`src/rtl/proc_pkg.sv`:
```
// Shared types and constants for the iteration controller and its accumulator.
package proc_pkg;

  localparam int unsigned CMD_W      = 4;
  localparam int unsigned STATUS_W   = 4;
  localparam int unsigned DATA_W     = 64;
  localparam int unsigned CNT_W      = 32;
  localparam int unsigned WDOG_W     = 10;
  localparam int unsigned WDOG_LIMIT = 1023;

  localparam logic [CMD_W-1:0] CMD_NOP   = 4'd0;
  localparam logic [CMD_W-1:0] CMD_START = 4'd1;
  localparam logic [CMD_W-1:0] CMD_ABORT = 4'd2;
  localparam logic [CMD_W-1:0] CMD_CLEAR = 4'd3;

  localparam logic [STATUS_W-1:0] STAT_IDLE    = 4'd0;
  localparam logic [STATUS_W-1:0] STAT_BUSY    = 4'd1;
  localparam logic [STATUS_W-1:0] STAT_DONE    = 4'd2;
  localparam logic [STATUS_W-1:0] STAT_ABORTED = 4'd3;
  localparam logic [STATUS_W-1:0] STAT_TIMEOUT = 4'd4;

  typedef enum logic [2:0] {
    S_IDLE    = 3'd0,
    S_LOAD    = 3'd1,
    S_REQ     = 3'd2,
    S_ACC     = 3'd3,
    S_DONE    = 3'd4,
    S_ABORTED = 3'd5,
    S_TIMEOUT = 3'd6
  } state_t;

  typedef struct packed {
    logic [DATA_W-1:0] val;
    logic [DATA_W-1:0] sq;
  } dp_sample_t;

  // Host-visible status code for a controller state.
  function automatic logic [STATUS_W-1:0] status_of(input state_t s);
    logic [STATUS_W-1:0] st;
    case (s)
      S_LOAD, S_REQ, S_ACC: st = STAT_BUSY;
      S_DONE:               st = STAT_DONE;
      S_ABORTED:            st = STAT_ABORTED;
      S_TIMEOUT:            st = STAT_TIMEOUT;
      default:              st = STAT_IDLE;
    endcase
    return st;
  endfunction

endpackage

```
`src/rtl/proc_acc.sv`:
```
// Dual 64-bit wrapping accumulator: sum of samples and sum of squared samples.
module proc_acc
  import proc_pkg::*;
(
  input  logic              clk,
  input  logic              nRESET,
  input  logic              clr,
  input  logic              add_en,
  input  dp_sample_t        sample,
  output logic [DATA_W-1:0] sum,
  output logic [DATA_W-1:0] pow_sum
);

  // Clear has priority; additions wrap modulo 2^64.
  always_ff @(posedge clk or negedge nRESET) begin
    if (!nRESET) begin
      sum     <= '0;
      pow_sum <= '0;
    end else if (clr) begin
      sum     <= '0;
      pow_sum <= '0;
    end else if (add_en) begin
      sum     <= sum + sample.val;
      pow_sum <= pow_sum + sample.sq;
    end
  end

endmodule

```
`src/rtl/proc_ctrl.sv`:
```
// Iteration controller: requests datapath samples niter times and accumulates
// them, with host START/ABORT/CLEAR commands and a per-request watchdog.
module proc_ctrl
  import proc_pkg::*;
(
  input  logic                clk,
  input  logic                nRESET,
  input  logic [CMD_W-1:0]    proc_cmd,
  input  logic [CNT_W-1:0]    niter,
  output logic                dp_req,
  input  logic                dp_ack,
  input  logic [DATA_W-1:0]   dp_val,
  input  logic [DATA_W-1:0]   dp_sq,
  output logic [STATUS_W-1:0] proc_status,
  output logic [DATA_W-1:0]   proc_sum_dout,
  output logic [DATA_W-1:0]   proc_pow_sum_dout
);

  state_t            state, state_nx;
  logic [CMD_W-1:0]  cmd_q, cmd_prev;
  logic [CNT_W-1:0]  cnt, cnt_nx;
  logic [WDOG_W-1:0] wdog, wdog_nx;
  logic              cmd_new, do_start, do_abort, do_clear;
  logic              acc_clr, acc_add;
  dp_sample_t        sample;

  // Host command is a level; sample it and act only on a change to non-zero.
  always_ff @(posedge clk or negedge nRESET) begin
    if (!nRESET) begin
      cmd_q    <= '0;
      cmd_prev <= '0;
    end else begin
      cmd_q    <= proc_cmd;
      cmd_prev <= cmd_q;
    end
  end

  assign cmd_new  = (cmd_q != CMD_NOP) && (cmd_q != cmd_prev);
  assign do_start = cmd_new && (cmd_q == CMD_START);
  assign do_abort = cmd_new && (cmd_q == CMD_ABORT);
  assign do_clear = cmd_new && (cmd_q == CMD_CLEAR);

  always_ff @(posedge clk or negedge nRESET) begin
    if (!nRESET) state <= S_IDLE;
    else         state <= state_nx;
  end

  always_comb begin
    state_nx = state;
    cnt_nx   = cnt;
    wdog_nx  = wdog;
    acc_clr  = 1'b0;
    acc_add  = 1'b0;
    case (state)
      S_IDLE, S_DONE, S_ABORTED, S_TIMEOUT: begin
        if (do_start) begin
          state_nx = S_LOAD;
        end else if (do_clear) begin
          acc_clr  = 1'b1;
          state_nx = S_IDLE;
        end
      end
      S_LOAD: begin
        if (do_abort) begin
          state_nx = S_ABORTED;
        end else begin
          acc_clr  = 1'b1;
          cnt_nx   = niter;
          wdog_nx  = '0;
          state_nx = (niter == '0) ? S_DONE : S_REQ;
        end
      end
      S_REQ: begin
        // Abort wins over a coincident acknowledge, which is then dropped.
        if (do_abort) begin
          state_nx = S_ABORTED;
        end else if (dp_ack) begin
          acc_add  = 1'b1;
          cnt_nx   = cnt - CNT_W'(1);
          wdog_nx  = wdog + WDOG_W'(1);
          state_nx = S_ACC;
        end else if (wdog == WDOG_W'(WDOG_LIMIT - 1)) begin
          wdog_nx  = wdog + WDOG_W'(1);
          state_nx = S_TIMEOUT;
        end else begin
          wdog_nx  = wdog + WDOG_W'(1);
        end
      end
      S_ACC: begin
        if (do_abort) begin
          state_nx = S_ABORTED;
        end else if (cnt == '0) begin
          state_nx = S_DONE;
        end else begin
          wdog_nx  = '0;
          state_nx = S_REQ;
        end
      end
      default: state_nx = S_IDLE;
    endcase
  end

  // Counters and registered outputs follow the next state so status and
  // request change on the same edge as the state.
  always_ff @(posedge clk or negedge nRESET) begin
    if (!nRESET) begin
      cnt         <= '0;
      wdog        <= '0;
      dp_req      <= 1'b0;
      proc_status <= STAT_IDLE;
    end else begin
      cnt         <= cnt_nx;
      wdog        <= wdog_nx;
      dp_req      <= (state_nx == S_REQ);
      proc_status <= status_of(state_nx);
    end
  end

  assign sample = '{val: dp_val, sq: dp_sq};

  proc_acc u_acc (
    .clk     (clk),
    .nRESET  (nRESET),
    .clr     (acc_clr),
    .add_en  (acc_add),
    .sample  (sample),
    .sum     (proc_sum_dout),
    .pow_sum (proc_pow_sum_dout)
  );

endmodule

```
`config.mk`:
```
export PLATFORM = sky130hd
export DESIGN_NAME = proc_ctrl
export DESIGN_NICKNAME = d
export VERILOG_FILES = /design/src/rtl/proc_pkg.sv /design/src/rtl/proc_acc.sv /design/src/rtl/proc_ctrl.sv
export SDC_FILE = /design/constraint.sdc
export NUM_CORES = 1
export LEC_CHECK = 0
export BUFFER_PORTS_ARGS = -buffer_cell sky130_fd_sc_hd__buf_4
export CORE_MARGIN = 2
export CORE_UTILIZATION = 62
export CTS_CLUSTER_DIAMETER = 200
export DETAILED_ROUTE_END_ITERATION = 8
export PLACE_DENSITY = 0.85
export SLEW_MARGIN = 20
export SYNTH_ARGS = -nofsm -noshare
export SYNTH_HDL_FRONTEND = slang
export SYNTH_SLANG_ARGS = --single-unit
```
`constraint.sdc`:
```
create_clock -name clk -period 9 [get_ports clk]
set_input_delay 0.9 -clock clk [delete_from_list [all_inputs] [get_ports clk]]
set_output_delay 0.9 -clock clk [all_outputs]
set_load 0.05 [all_outputs]
```
; Word-level counts from Yosys, hierarchy flattened
; Cells that the tools add are included.
[totals]
input_bits = 167
out_inout_bits = 133
ff_bits = 186
elab_cells = 81
[op_classes]
muxes = 31
addsub = 4
eq_ne = 22
reduce_logical = 15
[op_table]
columns = op, n
row1 = $mux 64, 4
row2 = $add 64x64->64, 2
row3 = $mux 32, 3
row4 = $logic_not 32->1, 2
row5 = $pmux 32 s2, 1
row6 = $mux 10, 4
row7 = $sub 32x1->32 const B, 1
row8 = $pmux 10 s3, 1
row9 = $mux 3, 9
row10 = $pmux 3 s4, 2
row11 = $eq 3x3->1 const B, 6
row12 = $eq 3x2->1 const B, 4
row13 = $add 10x1->10 const B, 1
row14 = $eq 10x10->1 const B, 1
row15 = $ne 2x2->1 const B, 5
row16 = $eq 4x2->1 const B, 2
row17 = $eq 3x1->1 const B, 2
row18 = $mux 1, 6
row19 = $reduce_and 5->1, 1
row20 = $eq 4x1->1 const B, 1
row21 = $logic_and 1x1->1, 4
row22 = $ne 4x4->1, 1
row23 = $reduce_and 4->1, 1
row24 = $reduce_bool 2->1, 2
row25 = 6 further kinds, 6

; Longest topological paths before layout
; Gate-level depths: netlist of run 1.
[depth]
depth_word = 9
depth_mapped = 12
ltp_nobuf = 12

; Modules after synthesis
; A second synthesis of run 1 with hierarchy kept.
[unflattened]
cells_unflattened = 1921
area_unflattened_um2 = 15628.7
[by_module_without_submodules]
columns = module, seq_area_each_um2, cells_per_inst, area_per_inst_um2, instances
row1 = proc_acc, 3203.1, 1526, 12270.5, 1
row2 = proc_ctrl, 1426.4, 395, 3358.2, 1

; Worst setup path before layout of run 1
; OpenSTA, ideal clock, no wires.
[synth_path]
kind = input to register
start = in dp_sq[0]
end = reg u_acc.pow_sum[38]
path_buffers = 0
slack_ps = 5372
stages = 12
required_time_ps = 8867
setup_ps = 133
arrival_ps = 3495
path_cell_list = ha_1 -> fa_1 -> a21o_1 -> a21oi_1 -> o21a_1 -> o31ai_2 -> a2111oi_4 -> o31ai_1 -> a21o_1 -> a221oi_1 -> xor2_1 -> o21ai_0
[synth_via]
elab_chain_cells = 3
[synth_rtl]
columns = element, line
row1 = start: declaration, proc_ctrl.sv:13  ; input logic [DATA_W-1:0] dp_sq,
row2 = $add 64x64->64, proc_acc.sv:24  ; pow_sum <= pow_sum + sample.sq;
row3 = $mux 64, proc_acc.sv:22  ; end else if (add_en) begin
row4 = $mux 64, proc_acc.sv:19  ; end else if (clr) begin
row5 = end signal: assignment, proc_acc.sv:24
row6 = end: declaration, proc_acc.sv:11  ; output logic [DATA_W-1:0] pow_sum
; No other way between the ends. The select of a mux whose other input is x is not followed.
; A chain may end at the register's enable or synchronous reset.

; Final worst setup path of run 1
[layout_path]
start = in dp_sq[15]
end = reg u_acc.pow_sum[61]
; Same word-level chain as after synthesis.

==> results of run 1 <==
cell usage in the layout (no fill, tap or decap), types with 25 or more instances in the layout:
cell        n
a31oi_1    29
xor2_1     50
buf_4     304
nand4_1    36
o21ai_0   247
ha_1      129
inv_1      37
o21bai_1   25
nand3_1   172
nor2_1     98
a21oi_1   180
a21o_1     84
dfrtp_1   185
xnor2_1    59
nor3_1     44
and3_1     34
nand2_1   151
power groups by stage:
stage	clock (µW)	combinational [µW]	sequential (µW)
after floorplan	0	2690	2320
after global placement	0	4610	1530
after detailed placement	0	4700	1540
after CTS	785	4720	1530
after global routing	821	5220	1580
final	782	4780	1540
metrics by stage:
stage	instances	utilization, %	total power [µW]	setup slack, ns	cell area, µm²
floorplan	1931	-	5010	5.37	15400
global placement	2443	72.5	6140	4.64	17700
detailed placement	2443	72.5	6240	4.50	17700
CTS	2475	75.0	7040	4.95	18300
global route	2475	75.0	7620	4.61	18300
finish	2476	75.0	7110	4.78	18300
critical path: cells and delay by family:
kind,cells,cell delay (ns)
simple gates,6,1.36
fa+ha+maj,1,0.43
compound gates,4,1.76
buf+inv,1,0.12
area by class of cell:
type	count	area, µm²	area share [%]
well taps	324	405	2.22
multi-input cells	1592	10200	55.9
inverters	37	139	0.759
clock buffers	18	439	2.40
clock inverters	14	159	0.869
flip-flops and latches	185	4630	25.3
diodes	1	2.50	0.0137
repair buffers	305	2300	12.6
final timing paths:
check	startpoint	end	slack, ns	depth (start not counted)
setup / recovery	dp_sq[15]	u_acc.pow_sum[61]	4.78	12
hold / removal	cmd_q[3]	cmd_prev[3]	0.39	0
setup reg to reg	u_acc.pow_sum[16]	u_acc.pow_sum[61]	4.88	11
hold reg to reg	cmd_q[3]	cmd_prev[3]	0.39	0
max in group asynchronous	nRESET	u_acc.pow_sum[48]	6.88	2
min in group asynchronous	nRESET	u_acc.sum[47]	0.59	1
layer usage:
layer	vias to the layer above	track usage (%)	part of all wire [%]
li1	7611	-	-
met1	7628	46.3	42
met2	784	57.8	46
met3	141	6.23	8.2
met4	0	12.8	3.6
met5	-	0	0
flip-flops by register name, indices dropped and copies added (netlist names):
register / flops
u_acc.sum: 64
proc_status: 3
dp_req: 1
cnt: 32
state: 3
u_acc.pow_sum: 64
wdog: 10
cmd_q: 4
cmd_prev: 4
cell families after synthesis:
family,synth area share [%]
other,0.0243
multiplexers,0.292
flip-flops,30.0
adder cells (fa/ha/maj),10.7
AO/OA/AOI/OAI,28.4
buffers and inverters,4.01
AND/OR/NAND/NOR,20.4
XOR/XNOR,6.19
==> summary.txt, run 1 <==
GRT Total Usage: 35.0%
Peak supply drop: 0.241 mV
Post-synth ARST share: 100%
Synth cell count leaders: o21ai_0 (247), dfrtp_1 (185), a21oi_1 (181)
CTS resizes: 0
Internal power: 3260 µW
Initial antenna violation count: 1
Mean post-synth cell area: 7.99 µm²
Congestion Overflow GR: 0
CP max stage delay: 0.73 ns
CTS buffer count: 17
Die Width: 162 µm
Final setup viols: 0
Hold Buf Count CTS: 0
Vias: 16200
Latest clock arrival within the worst-skew pair: 0.44 ns
Dominant cells by area after synthesis: dfrtp_1 (30%), ha_1 (10%), o21ai_0 (8.0%), a21oi_1 (5.9%), nand3_1 (5.6%)
CP Cell Sequence: buf_4 -> ha_1 -> nand2_1 -> nor3_1 -> nand3_1 -> nor4_1 -> o21ai_0 -> a2111oi_0 -> a2bb2oi_1 -> a221oi_1 -> nor4b_1 -> nand3b_1
Max_cap viols: 0
Row count: 57
Sequential share of power: 21.7%
Status: completed
Post-Syn Area: 15400 µm²
Root buffer cell: clkbuf_16
Yosys cell types: 84
Num ports: 300
Worst Hold Class: flop to flop
Hold Vio Cnt, Final: 0
Critical Path RT: 9.37 ns
Clock slew at reported path FFs: 0.08 ns
Setup Skew: 0.0199 ns
CTS tree: built
Final WL: 46.8 mm
Slowest CP cell: a2111oi_0
#FFs+latches synth: 185
Core Area: 24400 µm²
RSZ-0062 raised after global routing: false
Post-route DRC: 0
TritonRoute pass-1 iters: 6
Post-DR wirelength/cell: 18.9 µm
Clk buf depth: 2
Top-count cell post-synth: o21ai_0
Critical path class: input pin to flop
Cell area power density: 389 nW/µm²
Share of cells above drive strength 1: 17.0%
Slew Viols, Final: 0
Yosys Warn Count: 0
Post-Syn Nets: 2229
Fillers: 1902
Worst Setup End Kind: flop
Combinational Power Share: 67.3%
Iter 0 DRT Violations: 1312
Detailed placement HPWL: 35.3 mm
Initial Util: 63.3%
Synth area leader: dfrtp_1
Hold WS: 0.389 ns
Max Freq: 237 MHz
# Post-CTS Setup Buffers: 0
H-tree depth: 4
Clk pwr share: 11.0%
Area fraction of the dominant cell type after synthesis: 30.0%
Largest net degree at the start of global routing: 116
Vias in the first global route: 15200
Tmin final: 4.22 ns
Gpl congestion: 1.00
First-pass GRT wire length: 75.7 mm
Vias per inst: 6.53
CP Max Fanout: 8
TNS Setup: 0 ns
Post-DRT Antenna Nets: 0
Final period utilization: 46.9%
Crit path DAT: 4.58 ns
Worst setup SP type: input pin
Chip Height: 162 µm
Nets: 2436
Top_reg_cell synth: dfrtp_1
Leakage power: 0.00863 µW
Net switching power figure: 3850 µW
Slew margin rel.: 27.2%
Synth Instances: 1931
Worst-margin pin slew: 1.09 ns
Layout area overhead: 18.5%
CTS Sinks: 185
Sw Ratio: 54.2%
Post-synth EDFFs: 0
DIE AREA: 26200 µm²
Seq/Total Area, Yosys: 30.0%
Port buffer count: 298
No activity file was read; power rests on OpenSTA's default activity.
==> inputs of run 2 (changes only) <==
--- a/config.mk
+++ b/config.mk
@@ -7,10 +7,10 @@
 export LEC_CHECK = 0
 export BUFFER_PORTS_ARGS = -buffer_cell sky130_fd_sc_hd__buf_4
 export CORE_MARGIN = 2
-export CORE_UTILIZATION = 62
+export CORE_UTILIZATION = 57
 export CTS_CLUSTER_DIAMETER = 200
 export DETAILED_ROUTE_END_ITERATION = 8
-export PLACE_DENSITY = 0.85
+export PLACE_DENSITY = 0.79
 export SLEW_MARGIN = 20
 export SYNTH_ARGS = -nofsm -noshare
 export SYNTH_HDL_FRONTEND = slang
==> constraint.sdc (replaced) <==
create_clock -name clk -period 3.9 [get_ports clk]
set_input_delay 0.39 -clock clk [delete_from_list [all_inputs] [get_ports clk]]
set_output_delay 0.39 -clock clk [all_outputs]
set_load 0.05 [all_outputs]
==> summary.txt, run 2 (same netlist as run 1, synthesis figures left out) <==
Status: completed
Max Freq: 277 MHz
Row count: 60
Core Area: 26800 µm²
Vias per inst: 6.39
CTS buffer count: 17
CTS Sinks: 185
Final period utilization: 92.7%
Worst Setup End Kind: flop
RSZ-0062 raised after global routing: false
Clock slew at reported path FFs: 0.09 ns
Worst Path Buf+Inv: 2
Post-route DRC: 0
Setup Skew: 0.0230 ns
Die Width: 169 µm
Final WL: 47.2 mm
Hold Buf Count CTS: 0
Most common cell on crit path: buf_4
Final setup viols: 0
Largest net degree at the start of global routing: 126
Iter 0 DRT Violations: 1485
Hold Vio Cnt, Final: 0
Critical Path RT: 4.27 ns
Tmin final: 3.61 ns
Critical path class: flop to flop
Leakage power: 0.00873 µW
Nets: 2457
Commonest non-fill, non-tap cell in the layout: buf_4
Congestion Overflow GR: 0
Kind of cell adding the most delay to the critical path: simple AND/OR/NAND/NOR gates
Layout area overhead: 19.7%
Max_cap viols: 0
Initial Util: 57.6%
Worst setup SP type: flop
CP Cell Sequence: ha_1 -> nand2_1 -> nor3_1 -> nand3_1 -> nor4_1 -> o21ai_0 -> buf_4 -> a2111oi_0 -> buf_4 -> a2bb2oi_1 -> a221oi_1 -> nor4b_1 -> nand3b_1
CP max stage delay: 0.46 ns
TNS Setup: 0 ns
Crit path DAT: 3.98 ns
First-pass GRT wire length: 75.0 mm
CP Max Fanout: 8
Internal power: 7520 µW
Top Registers: u_acc.pow_sum x64, u_acc.sum x64, cnt x32
Commonest cells after routing, fill and taps aside: buf_4 (324), o21ai_0 (247), dfrtp_1 (185), a21oi_1 (180), nand3_1 (172)
GRT Total Usage: 32.2%
Clk buf depth: 2
Worst-margin pin slew: 0.998 ns
# Post-CTS Setup Buffers: 0
Slowest CP cell: a2111oi_0
CTS resizes: 0
Chip Height: 169 µm
Share of cells above drive strength 1: 17.8%
Inst Count DP: 2481
Initial antenna violation count: 1
Peak supply drop: 0.586 mV
CTS tree: built
Fillers: 2209
Vias: 16100
Gpl congestion: 0.975
Sequential share of power: 21.6%
Port buffer count: 298
Net switching power figure: 8920 µW
DIE AREA: 28400 µm²
Num ports: 300
Post-route insts no fill: 2514
Combinational Power Share: 67.5%
Post-DRT Antenna Nets: 0
Detailed placement HPWL: 35.9 mm
Multi-input combinational cell area: 10200 µm²
FF/Latch Area: 4630 µm²
H-tree depth: 4
Cell area power density: 890 nW/µm²
Slew margin rel.: 33.4%
TritonRoute pass-1 iters: 6
Clk pwr share: 10.9%
Root buffer cell: clkbuf_16
Vias in the first global route: 15200
Sw Ratio: 54.3%
Latest clock arrival within the worst-skew pair: 0.45 ns
Worst Hold Class: input pin to asynchronous set/reset pin
Slew Viols, Final: 0
Post-DR wirelength/cell: 18.8 µm
[run 2: cell types whose count changed in the layout (fill, tap and decap cells not counted), moves of 2 or more]
cell,change
inv_6,-2
inv_8,+4
buf_4,+20
clkbuf_8,-2
[run 2: layout make-up]
type / instances / share of cell area [%]
well taps: 341 / 2.31
clock inverters: 14 / 0.806
clock buffers: 18 / 2.32
diodes: 1 / 0.0136
inverters: 37 / 0.752
flip-flops and latches: 185 / 25.1
repair buffers: 326 / 13.4
multi-input cells: 1592 / 55.4
[run 2: worst paths after layout]
| path | from | end | slack [ns] | depth (start not counted) |
|---|---|---|---|---|
| worst min register to register | cmd_q[2] | cmd_prev[2] | 0.38 | 0 |
| worst max register to register | u_acc.pow_sum[16] | u_acc.pow_sum[61] | 0.29 | 13 |
| worst min-delay path | nRESET | u_acc.sum[51] | 0.04 | 1 |
| worst max-delay path | u_acc.pow_sum[16] | u_acc.pow_sum[61] | 0.29 | 13 |
| max in group asynchronous | nRESET | u_acc.pow_sum[33] | 2.84 | 2 |
| min in group clk | proc_cmd[2] | cmd_q[2] | 0.04 | 1 |
[run 2: worst register-to-register path, cell delays in order (launching register included)]
cell and delay (ns):
dfrtp_1 0.41, ha_1 0.44, nand2_1 0.14, nor3_1 0.27, nand3_1 0.11, nor4_1 0.23, o21ai_0 0.11, buf_4 0.16
a2111oi_0 0.46, buf_4 0.19, a2bb2oi_1 0.42, a221oi_1 0.18, nor4b_1 0.27, nand3b_1 0.15
[run 2: routing by layer]
layer / wire (µm) / vias up / part of all wire, % / global-route usage, %
met5: 0 / - / 0 / 0
met4: 1690 / 0 / 3.6 / 12.3
met3: 3210 / 101 / 6.8 / 5.14
met2: 22200 / 686 / 47 / 53.8
met1: 20100 / 7604 / 43 / 42.3
li1: - / 7668 / - / -
[run 2: through the flow]
stage	cell area [µm²]	total power, µW	util (%)	hold WS [ns]	worst slack [ns]
floorplan	15400	11600	-	0.0944	0.525
global placement	17900	14200	66.7	0.367	0.326
detailed placement	17900	14500	66.7	0.363	0.255
CTS	18500	16300	68.9	0.0278	0.319
global route	18500	17600	68.9	0.0242	0.0533
finish	18500	16400	68.9	0.0351	0.286
[run 2: power by group through the flow]
stage	Clock, µW	Sequential [µW]	Combinational [µW]
after detailed placement	0	3550	10900
after global routing	1890	3640	12000
after CTS	1810	3530	11000
after global placement	0	3520	10700
after floorplan	0	5350	6210
final	1790	3550	11100
